`config.mk`:
```
export PLATFORM = sky130hd
export DESIGN_NAME = interval_sequencer
export DESIGN_NICKNAME = d
export VERILOG_FILES = /design/src/rtl/timer_pkg.sv /design/src/rtl/auto_reload_timer.sv /design/src/rtl/interval_sequencer.sv
export SDC_FILE = /design/constraint.sdc
export NUM_CORES = 1
export LEC_CHECK = 0
export CAP_MARGIN = 20
export CORE_ASPECT_RATIO = 0.7
export CORE_UTILIZATION = 48
export DETAILED_ROUTE_END_ITERATION = 6
export DONT_BUFFER_PORTS = 1
export PLACE_DENSITY_LB_ADDON = 0.2
export SETUP_SLACK_MARGIN = 0.2
export SYNTH_ARGS = -nofsm -noshare
export SYNTH_HDL_FRONTEND = slang
export SYNTH_SLANG_ARGS = --single-unit
```
`constraint.sdc`:
```
create_clock -name clk -period 2.3 [get_ports clk]
set_clock_uncertainty 0.05 [all_clocks]
set_input_delay 0 -clock clk [delete_from_list [all_inputs] [get_ports clk]]
set_output_delay 0 -clock clk [all_outputs]
set_load 0.01 [all_outputs]
```
`src/rtl/timer_pkg.sv`:
```
// Shared definitions for the interval sequencer and its auto-reload timer:
// FSM state encoding, default geometry and the reset interval value.
package timer_pkg;

   localparam int unsigned DEF_WIDTH      = 32'd16;
   localparam int unsigned DEF_DEPTH      = 32'd8;
   localparam int unsigned RESET_INTERVAL = 32'd1;

   typedef enum logic [1:0] {
      ST_IDLE = 2'd0,
      ST_ARM  = 2'd1,
      ST_RUN  = 2'd2
   } seq_state_t;

endpackage

```
`src/rtl/auto_reload_timer.sv`:
```
// Auto-reload countdown timer. The count holds the number of cycles left in the
// current interval; done marks the final cycle, on which the next interval
// length is taken from load_value without a gap cycle.
module auto_reload_timer
   import timer_pkg::*;
#(
   parameter int WIDTH = DEF_WIDTH
) (
   input  logic             clk,
   input  logic             rst_n,
   input  logic             reload,
   input  logic [WIDTH-1:0] load_value,
   output logic             done
);

   localparam logic [WIDTH-1:0] RST_VAL    = WIDTH'(RESET_INTERVAL);
   localparam logic [WIDTH-1:0] LAST_CYCLE = WIDTH'(1);
   localparam logic [WIDTH-1:0] DEC_STEP   = WIDTH'(1);

   logic [WIDTH-1:0] cnt_r;
   logic             done_s;

   // Interval expires on the cycle the count reaches its last cycle.
   always_comb begin
      done_s = (cnt_r == LAST_CYCLE);
   end

   // Count down; load a fresh interval on request or on expiry.
   always_ff @(posedge clk or negedge rst_n) begin
      if (!rst_n) begin
         cnt_r <= RST_VAL;
      end else if (reload || done_s) begin
         cnt_r <= load_value;
      end else begin
         cnt_r <= cnt_r - DEC_STEP;
      end
   end

   assign done = done_s;

endmodule

```
`src/rtl/interval_sequencer.sv`:
```
// Interval sequencer: walks a table of interval lengths through one shared
// auto-reload timer, emitting a tick (with entry index) per expired interval.
// Supports one-pass or looping sequences and a synchronous stop.
module interval_sequencer
   import timer_pkg::*;
#(
   parameter  int WIDTH = DEF_WIDTH,
   parameter  int DEPTH = DEF_DEPTH,
   localparam int IDX_W = $clog2(DEPTH)
) (
   input  logic             clk,
   input  logic             rst_n,
   input  logic             cfg_we,
   input  logic [IDX_W-1:0] cfg_addr,
   input  logic [WIDTH-1:0] cfg_data,
   input  logic [IDX_W-1:0] cfg_last,
   input  logic             loop_en,
   input  logic             start,
   input  logic             stop,
   output logic             busy,
   output logic             tick,
   output logic [IDX_W-1:0] tick_idx,
   output logic             seq_done,
   output logic             cfg_err
);

   localparam logic [WIDTH-1:0] RST_VAL   = WIDTH'(RESET_INTERVAL);
   localparam logic [WIDTH-1:0] ZERO_VAL  = {WIDTH{1'b0}};
   localparam logic [IDX_W-1:0] IDX_ZERO  = {IDX_W{1'b0}};
   localparam logic [IDX_W-1:0] IDX_ONE   = IDX_W'(1);

   seq_state_t       state_r;
   seq_state_t       state_s;
   logic [IDX_W-1:0] ptr_r;
   logic [IDX_W-1:0] ptr_s;
   logic [IDX_W-1:0] last_r;
   logic [IDX_W-1:0] last_s;
   logic             loop_r;
   logic             loop_s;
   logic [IDX_W-1:0] nxt_s;
   logic [WIDTH-1:0] table_r [DEPTH];
   logic             cfg_err_r;
   logic             reload_s;
   logic [WIDTH-1:0] load_value_s;
   logic             timer_done_s;
   logic             tick_s;
   logic             seq_done_s;
   logic             final_s;

   // Entry following cur; wraps to 0 after the final entry by direct compare,
   // so entries beyond the final one are never visited.
   function automatic logic [IDX_W-1:0] next_idx(input logic [IDX_W-1:0] cur,
                                                 input logic [IDX_W-1:0] lst);
      logic [IDX_W-1:0] res;
      if (cur == lst) begin
         res = IDX_ZERO;
      end else begin
         res = cur + IDX_ONE;
      end
      return res;
   endfunction

   // Interval table: zero is clamped to one, writes during a sequence are refused.
   always_ff @(posedge clk or negedge rst_n) begin
      if (!rst_n) begin
         for (int i = 0; i < DEPTH; i++) begin
            table_r[i] <= RST_VAL;
         end
         cfg_err_r <= 1'b0;
      end else begin
         cfg_err_r <= 1'b0;
         if (cfg_we) begin
            if (state_r != ST_IDLE) begin
               cfg_err_r <= 1'b1;
            end else if (cfg_data == ZERO_VAL) begin
               table_r[cfg_addr] <= RST_VAL;
               cfg_err_r         <= 1'b1;
            end else begin
               table_r[cfg_addr] <= cfg_data;
            end
         end
      end
   end

   // Next-state, pointer advance and timer control.
   always_comb begin
      state_s      = state_r;
      ptr_s        = ptr_r;
      last_s       = last_r;
      loop_s       = loop_r;
      nxt_s        = next_idx(ptr_r, last_r);
      reload_s     = 1'b1;
      load_value_s = table_r[IDX_ZERO];
      tick_s       = 1'b0;
      seq_done_s   = 1'b0;
      final_s      = (ptr_r == last_r) && !loop_r;
      case (state_r)
         ST_IDLE: begin
            if (start && !stop) begin
               state_s = ST_ARM;
               last_s  = cfg_last;
               loop_s  = loop_en;
               ptr_s   = IDX_ZERO;
            end else begin
               state_s = ST_IDLE;
            end
         end
         ST_ARM: begin
            reload_s     = 1'b1;
            load_value_s = table_r[IDX_ZERO];
            if (stop) begin
               state_s = ST_IDLE;
            end else begin
               state_s = ST_RUN;
            end
         end
         ST_RUN: begin
            reload_s     = 1'b0;
            load_value_s = table_r[nxt_s];
            tick_s       = timer_done_s;
            if (timer_done_s) begin
               ptr_s      = nxt_s;
               seq_done_s = final_s;
            end else begin
               ptr_s      = ptr_r;
               seq_done_s = 1'b0;
            end
            if (stop) begin
               state_s = ST_IDLE;
            end else if (timer_done_s && final_s) begin
               state_s = ST_IDLE;
            end else begin
               state_s = ST_RUN;
            end
         end
         default: begin
            state_s = ST_IDLE;
         end
      endcase
   end

   // Sequencer state and run parameters latched at start.
   always_ff @(posedge clk or negedge rst_n) begin
      if (!rst_n) begin
         state_r <= ST_IDLE;
         ptr_r   <= IDX_ZERO;
         last_r  <= IDX_ZERO;
         loop_r  <= 1'b0;
      end else begin
         state_r <= state_s;
         ptr_r   <= ptr_s;
         last_r  <= last_s;
         loop_r  <= loop_s;
      end
   end

   auto_reload_timer #(
      .WIDTH (WIDTH)
   ) u_timer (
      .clk        (clk),
      .rst_n      (rst_n),
      .reload     (reload_s),
      .load_value (load_value_s),
      .done       (timer_done_s)
   );

   assign busy     = (state_r != ST_IDLE);
   assign tick     = tick_s;
   assign tick_idx = ptr_r;
   assign seq_done = seq_done_s;
   assign cfg_err  = cfg_err_r;

endmodule
```
======== Yosys cells after proc, flatten, opt, wreduce, memory -nomap -nowiden ========
Cells that the tools add are included.
cells by class
  order comparisons ....................... 3
  bitwise logic cells ..................... 6
  equality and inequality tests ........... 6
  reduce and logical (&&, ||, !) cells .... 14
  multiplexer cells ....................... 25
  add/sub/neg operators ................... 2
operators with widths
  cell                                                  number
  bitwise mux 128 bit                                   1
  two-way mux 128 bit                                   1
  AND 120 bit                                           1
  NOT 120 bit                                           1
  two-way mux 16 bit                                    5
  binary-select mux 16 bit (select 3 bit)               1
  demux 16 bit (select 3 bit)                           1
  equality test 16 x 1 -> 1 bit, second input constant  1
  zero test 16 bit                                      1
  subtractor 16 x 1 -> 16 bit, second input constant    1
  two-way mux 3 bit                                     3
  >= comparator 4 bit, second input constant            2
  two-way mux 1 bit                                     8
  NOT 3 -> 4 bit                                        2
  OR 8 bit                                              1
  two-way mux 2 bit                                     3
  one-hot mux 2 bit (3 select lines)                    1
  one-hot mux 3 bit (2 select lines)                    1
  logical AND 1 bit                                     4
  < comparator 4 x 1 -> 1 bit, second input constant    1
  inequality test 2 bit, second input constant          2
  AND reduction 2 bit                                   2
  nonzero test 2 bit                                    2
  adder 3 x 1 -> 3 bit, second input constant           1
  8 further kinds                                       9
storage, ports and cells
  register bits after elaboration ......... 154
  word-level logic and storage cells ...... 70

======== Longest topological paths before layout ========
  depth after elaboration ................. 8
  depth in mapped cells ................... 9
  mapped depth without buffers ............ 8

======== Hierarchy ========
From an unflattened synthesis, not the netlist that was laid out.
second synthesis, totals
  cells, all modules ...................... 571
  area total of the unflattened synthesis .. 7561.0 um^2
modules (own cells, without submodules)
  module              seq. area each (um^2)  cells each  instances  area each (um^2)
  interval_sequencer  3463.3                 490         1          6567.5
  auto_reload_timer   401.6                  81          1          993.5

======== Worst setup path before layout ========
Ideal clock, no wire load.
  path kind ............................... register to register
  from .................................... register ptr_r[1] (netlist: tick_idx[1])
  to ...................................... register u_timer.cnt_r[5]
  data required time ...................... 2130 ps
  slack ................................... 31 ps
  clock period less this slack ............ 2269 ps
  arrival time ............................ 2099 ps
  stages on the path, launching flop included .. 9
  cell sequence ........................... dfrtp_1 ha_1 xor2_1 buf_2 mux2i_1 mux2i_1 nand4_1 o21ai_0 a31o_2
between the ends
  word-level cells in the longest chain between the ends .. 8
  elaborated cells on any way between the ends .. 9
  classes of those cells .................. add/sub: 1; eq/ne: 1; mux: 6; bitwise: 1
ends and longest elaborated chain
  element                                                      RTL line                                            source
  start: declaration                                           interval_sequencer.sv:34                            logic [IDX_W-1:0] ptr_r;
  start signal: assignment                                     interval_sequencer.sv:151                           ptr_r <= ptr_s;
  adder 3 x 1 -> 3 bit or equality test 3 bit (tied branches)  interval_sequencer.sv:58, interval_sequencer.sv:55
  two-way mux 3 bit (*)                                        interval_sequencer.sv:55                            if (cur == lst) begin
  NOT 3 -> 4 bit (not written as such) (*)                     interval_sequencer.sv:119                           load_value_s = table_r[nxt_s];
  binary-select mux 16 bit (select 3 bit) (*)                  interval_sequencer.sv:119
  two-way mux 16 bit (not written as such) (*) (2 in a row)    interval_sequencer.sv:119
  two-way mux 16 bit (*)                                       interval_sequencer.sv:97                            case (state_r)
  two-way mux 16 bit (*)                                       auto_reload_timer.sv:32                             end else if (reload || done_s) begin
  end signal: assignment                                       auto_reload_timer.sv:33                             cnt_r <= load_value;
  end signal: assignment                                       auto_reload_timer.sv:35                             cnt_r <= cnt_r - DEC_STEP;
  end: declaration                                             auto_reload_timer.sv:20                             logic [WIDTH-1:0] cnt_r;
Mark *: on every way between the ends. The rest lies on a longest branch, timed or not. The select of a mux whose other input is x is not followed.
A chain may end at the register's enable or synchronous reset.

======== Worst setup path after layout ========
  from .................................... register u_timer.cnt_r[10]
  to ...................................... output seq_done
between the ends
  word-level cells in the longest chain between the ends .. 3
ends and longest elaborated chain
  element                        RTL line                   source
  equality test 16 x 1 -> 1 bit  auto_reload_timer.sv:25    done_s = (cnt_r == LAST_CYCLE);
  two-way mux 1 bit              interval_sequencer.sv:121  if (timer_done_s) begin
  two-way mux 1 bit              interval_sequencer.sv:97
  end: declaration               interval_sequencer.sv:23   output logic seq_done,
Every way passes these cells.

==> impl_metrics.env <==
export IMPL_grt_total_usage_pct=30.8
export IMPL_synthesis_area_per_instance_um2=9.74
export IMPL_violation_count_after_the_first_detailed_routing_iteration=802
export IMPL_required_arrival_time_at_the_worst_endpoint_ns=2.25
export IMPL_dpl_cell_area_um2=8580
export IMPL_cts_reportedPaths_clkPinSlew_ns=0.07
export IMPL_worst_hold_path_type="primary input to async pin"
export IMPL_synth_top_family_by_area="simple AND/OR/NAND/NOR gates"
export IMPL_hpwl_reported_at_the_end_of_detailed_placement_mm=16.3
export IMPL_worst_slew_pin_slew_ns=0.731
export IMPL_synthTopCellsByArea="sky130_fd_sc_hd__dfrtp_1, sky130_fd_sc_hd__mux2_2, sky130_fd_sc_hd__nand2_1, sky130_fd_sc_hd__o21ai_0, sky130_fd_sc_hd__dfstp_2"
export IMPL_cts_buffer_depth=2
export IMPL_synth_cell_area_um2=7930
export IMPL_critical_path_max_stage_delay_ns=0.52
export IMPL_yosys_area_top_type="sky130_fd_sc_hd__dfrtp_1"
export IMPL_viasPerCell=6.03
export IMPL_floorplan_die_area_um2=17000
export IMPL_list_of_cells_traversed_by_the_critical_path="or3_4 -> or4b_4 -> or3_4 -> buf_6 -> nor3_4 -> buf_6"
export IMPL_result_of_the_run="finished, violations left"
export IMPL_via_count=6724
export IMPL_synth_mux_area_fraction_pct=14.6
export IMPL_finalCritPeriodShare_pct=109
export IMPL_synth_cell_types=63
export IMPL_worst_ep_arrival_time_ns=2.46
export IMPL_grt_setup_unrepaired="true"
export IMPL_critical_path_class="register to output port"
export IMPL_h_tree_depth=4
export IMPL_grt_remaining_overflow=0
export IMPL_core_um2=15800
export IMPL_ys_warn_count=0
export IMPL_synth_register_bits=154
export IMPL_yosys_area_share_xor_xnor_pct=2.21
export IMPL_chipWidth_um=156
export IMPL_drv_slew=0
export IMPL_finalHoldWorstSlack_ns=-0.790
export IMPL_post_drt_wl_per_cell_um=22.1
export IMPL_totalWireLength_mm=24.6
export IMPL_maximum_fanout_along_the_worst_path=3
export IMPL_clock_insertion_delay_worst_skew_ns=0.44
export IMPL_initial_utilization_pct=50.1
export IMPL_postRouteAntennaNets=0
export IMPL_diodes_inserted=0
export IMPL_maxClockFrequency_ghz=0.399
export IMPL_synth_edf_count=0
export IMPL_grt_max_degree=155
export IMPL_timing_slew_headroom_pct=50.8
export IMPL_grt_pass1_wl_mm=38.1
export IMPL_post_route_cell_area_um2=9660
export IMPL_post_synth_fa_ha_maj_area_fraction_pct=0.474
export IMPL_timing_final_hold_violations=154
export IMPL_power_density_nw_per_um2=988
export IMPL_clock_sinks=154
export IMPL_root_buffer="sky130_fd_sc_hd__clkbuf_16"
export IMPL_end_kind="output port"
export IMPL_final_min_clock_period_ns=2.51
export IMPL_max_cap_violations=0
export IMPL_die_height_um=110
export IMPL_power_leakage_nw=4.16
export IMPL_drt_drc_violations_left=0
export IMPL_numCtsBuffers=17
export IMPL_portBuffers=0
export IMPL_antenna_violations_before_repair=0
export IMPL_cts_tree="yes"
export IMPL_cpMaxStageDelayCell="sky130_fd_sc_hd__or4b_4"
export IMPL_synth_top_area_share_pct=45.8
export IMPL_place_congestion=0.908
export IMPL_num_io_pins=35
export IMPL_post_synth_and_or_nand_nor_area_fraction_pct=18.3
export IMPL_ir_drop_mv=0.695
export IMPL_fin_ws_ns=-0.207
export IMPL_post_cts_hold_buffer_count=39
export IMPL_postSynth_asyncResetShare_pct=100
export IMPL_final_layout_size_suffix_gt1_share_pct=25.3
export IMPL_area_growth_pct=21.9
export IMPL_failed_checks="hold timing, setup timing"
export IMPL_fp_row_count=38
export IMPL_total_power_mw=9.54
export IMPL_first_global_vias=6576
export IMPL_final_nets=913
export IMPL_synth_compound_area_share_pct=12.5
export IMPL_postSynthCellCount=814
export IMPL_report_final_setup_viol=13
export IMPL_synthFlopType="sky130_fd_sc_hd__dfrtp_1"
export IMPL_sequential_to_total_area_share_from_yosys_stat_pct=48.8
export IMPL_worstSetupStartpointType="register"
export IMPL_minimum_setup_slack_among_reg_to_reg_paths_ns=-0.08
export IMPL_post_synth_net_total=845
export IMPL_router_iterations_before_antenna_repair=5
## cell usage after synthesis (9+ instances only)
library cell               instances
sky130_fd_sc_hd__a21oi_1          34
sky130_fd_sc_hd__a22oi_1          10
sky130_fd_sc_hd__clkbuf_1         47
sky130_fd_sc_hd__dfrtp_1         145
sky130_fd_sc_hd__dfstp_2           9
sky130_fd_sc_hd__inv_1            10
sky130_fd_sc_hd__mux2_2           81
sky130_fd_sc_hd__mux2i_1          22
sky130_fd_sc_hd__nand2_1         157
sky130_fd_sc_hd__nand3_1          26
sky130_fd_sc_hd__nand4_1          11
sky130_fd_sc_hd__nor2_1           43
sky130_fd_sc_hd__nor3b_1          13
sky130_fd_sc_hd__o21ai_0          68
sky130_fd_sc_hd__xnor2_1          10
sky130_fd_sc_hd__xor2_1           10
## per-stage QoR
stage	cells	utilization [%]	setup WS, ns	setup TNS, ns
after floorplan	814	-	0.100	0
after global placement	1041	54.2	-0.0254	-0.0294
after detailed placement	1041	54.2	-0.0832	-0.265
after CTS	1116	60.9	-0.228	-0.560
after global routing	1115	61.0	-0.287	-2.11
final	1115	61.0	-0.207	-0.571
## path summary, 6_finish.rpt
kind | to | cells past startpoint | from
setup / recovery | seq_done | 6 | u_timer.cnt_r[10]
hold reg to reg | table_r[16] | 2 | table_r[16]
setup reg to reg | u_timer.cnt_r[12] | 7 | u_timer.cnt_r[10]
hold / removal | last_r[1] | 0 | rst_n
max in group asynchronous | table_r[16] | 0 | rst_n
min in group clk | table_r[115] | 4 | cfg_addr[2]
## flip-flops by register name, summed over array words and instances (netlist names)
signal         cells
cfg_err            1
last_r             3
loop_r             1
state_r            2
table_r          128
tick_idx           3
u_timer.cnt_r     16
## layer usage
metal	vias up	GRT usage [%]	routed length (um)
met3	28	6.62	1910
met1	3388	46.3	12000
met2	298	43.4	10300
met5	-	4.76	0
li1	3010	-	-
met4	0	9.73	356
## cells by family after synthesis
group | after synthesis
buffers and inverters | 65
AO/OA/AOI/OAI | 162
AND/OR/NAND/NOR | 306
flip-flops | 154
adder cells (fa/ha/maj) | 3
XOR/XNOR | 20
multiplexers | 104
## power by group
part           switching (mW)  internal, mW  total, mW
logic                    1.30          1.27       2.57
registers               0.557          3.50       4.06
clock network            1.27          1.65       2.91
total                    3.13          6.41       9.54
## worst max-delay path, delay by kind of cell (launching register included)
family | cells | cell delay [ns]
AND/OR/NAND/NOR | 4 | 1.39
flip-flops | 1 | 0.38
buffers and inverters | 2 | 0.27
## placed cells by master, fill, tap and decap left out, types with 4 or more instances in the layout
cell type,synthesis,routed
sky130_fd_sc_hd__nor2b_1,8,8
sky130_fd_sc_hd__nor3b_1,13,13
sky130_fd_sc_hd__inv_1,10,10
sky130_fd_sc_hd__xnor2_1,10,10
sky130_fd_sc_hd__dlygate4sd3_1,0,33
sky130_fd_sc_hd__inv_6,0,4
sky130_fd_sc_hd__nand2b_1,6,6
sky130_fd_sc_hd__clkbuf_16,0,17
sky130_fd_sc_hd__buf_6,0,6
sky130_fd_sc_hd__or2_2,5,5
sky130_fd_sc_hd__buf_12,0,7
sky130_fd_sc_hd__a22o_1,4,4
sky130_fd_sc_hd__dfrtp_1,145,144
sky130_fd_sc_hd__mux2_2,81,81
sky130_fd_sc_hd__a21oi_1,34,34
sky130_fd_sc_hd__nor4_1,7,7
sky130_fd_sc_hd__xor2_1,10,9
sky130_fd_sc_hd__a22oi_1,10,10
sky130_fd_sc_hd__nand3_1,26,26
sky130_fd_sc_hd__nor3_1,8,7
sky130_fd_sc_hd__nor2_1,43,42
sky130_fd_sc_hd__and3_1,5,5
sky130_fd_sc_hd__nand2_1,157,157
sky130_fd_sc_hd__o21ai_1,2,8
sky130_fd_sc_hd__mux2i_1,22,22
sky130_fd_sc_hd__buf_4,1,58
sky130_fd_sc_hd__inv_8,0,5
sky130_fd_sc_hd__o21ai_0,68,61
sky130_fd_sc_hd__a31o_2,6,6
sky130_fd_sc_hd__nand3b_1,4,4
sky130_fd_sc_hd__dfstp_2,9,9
sky130_fd_sc_hd__nand4_1,11,11
sky130_fd_sc_hd__o22ai_1,5,5
## cell type report
class,count,area (um2)
Clock buffer,17,425
Clock inverter,15,178
Fill cell,1302,6180
Inverter,10,37.5
Multi-Input combinational cell,595,3900
Sequential cell,154,3870
Tap cell,220,275
Timing Repair Buffer,104,973
## timing repair
action | 4_1_cts | 5_1_grt
setup endpoints to repair | 20 | 33
gates cloned | 0 | 1
gates resized for setup | 11 | 13
pin swaps | 5 | 6
setup buffers | 4 | 4
hold endpoints to repair | 289 | 154
Note: power is estimated with default switching activity, not from simulation.
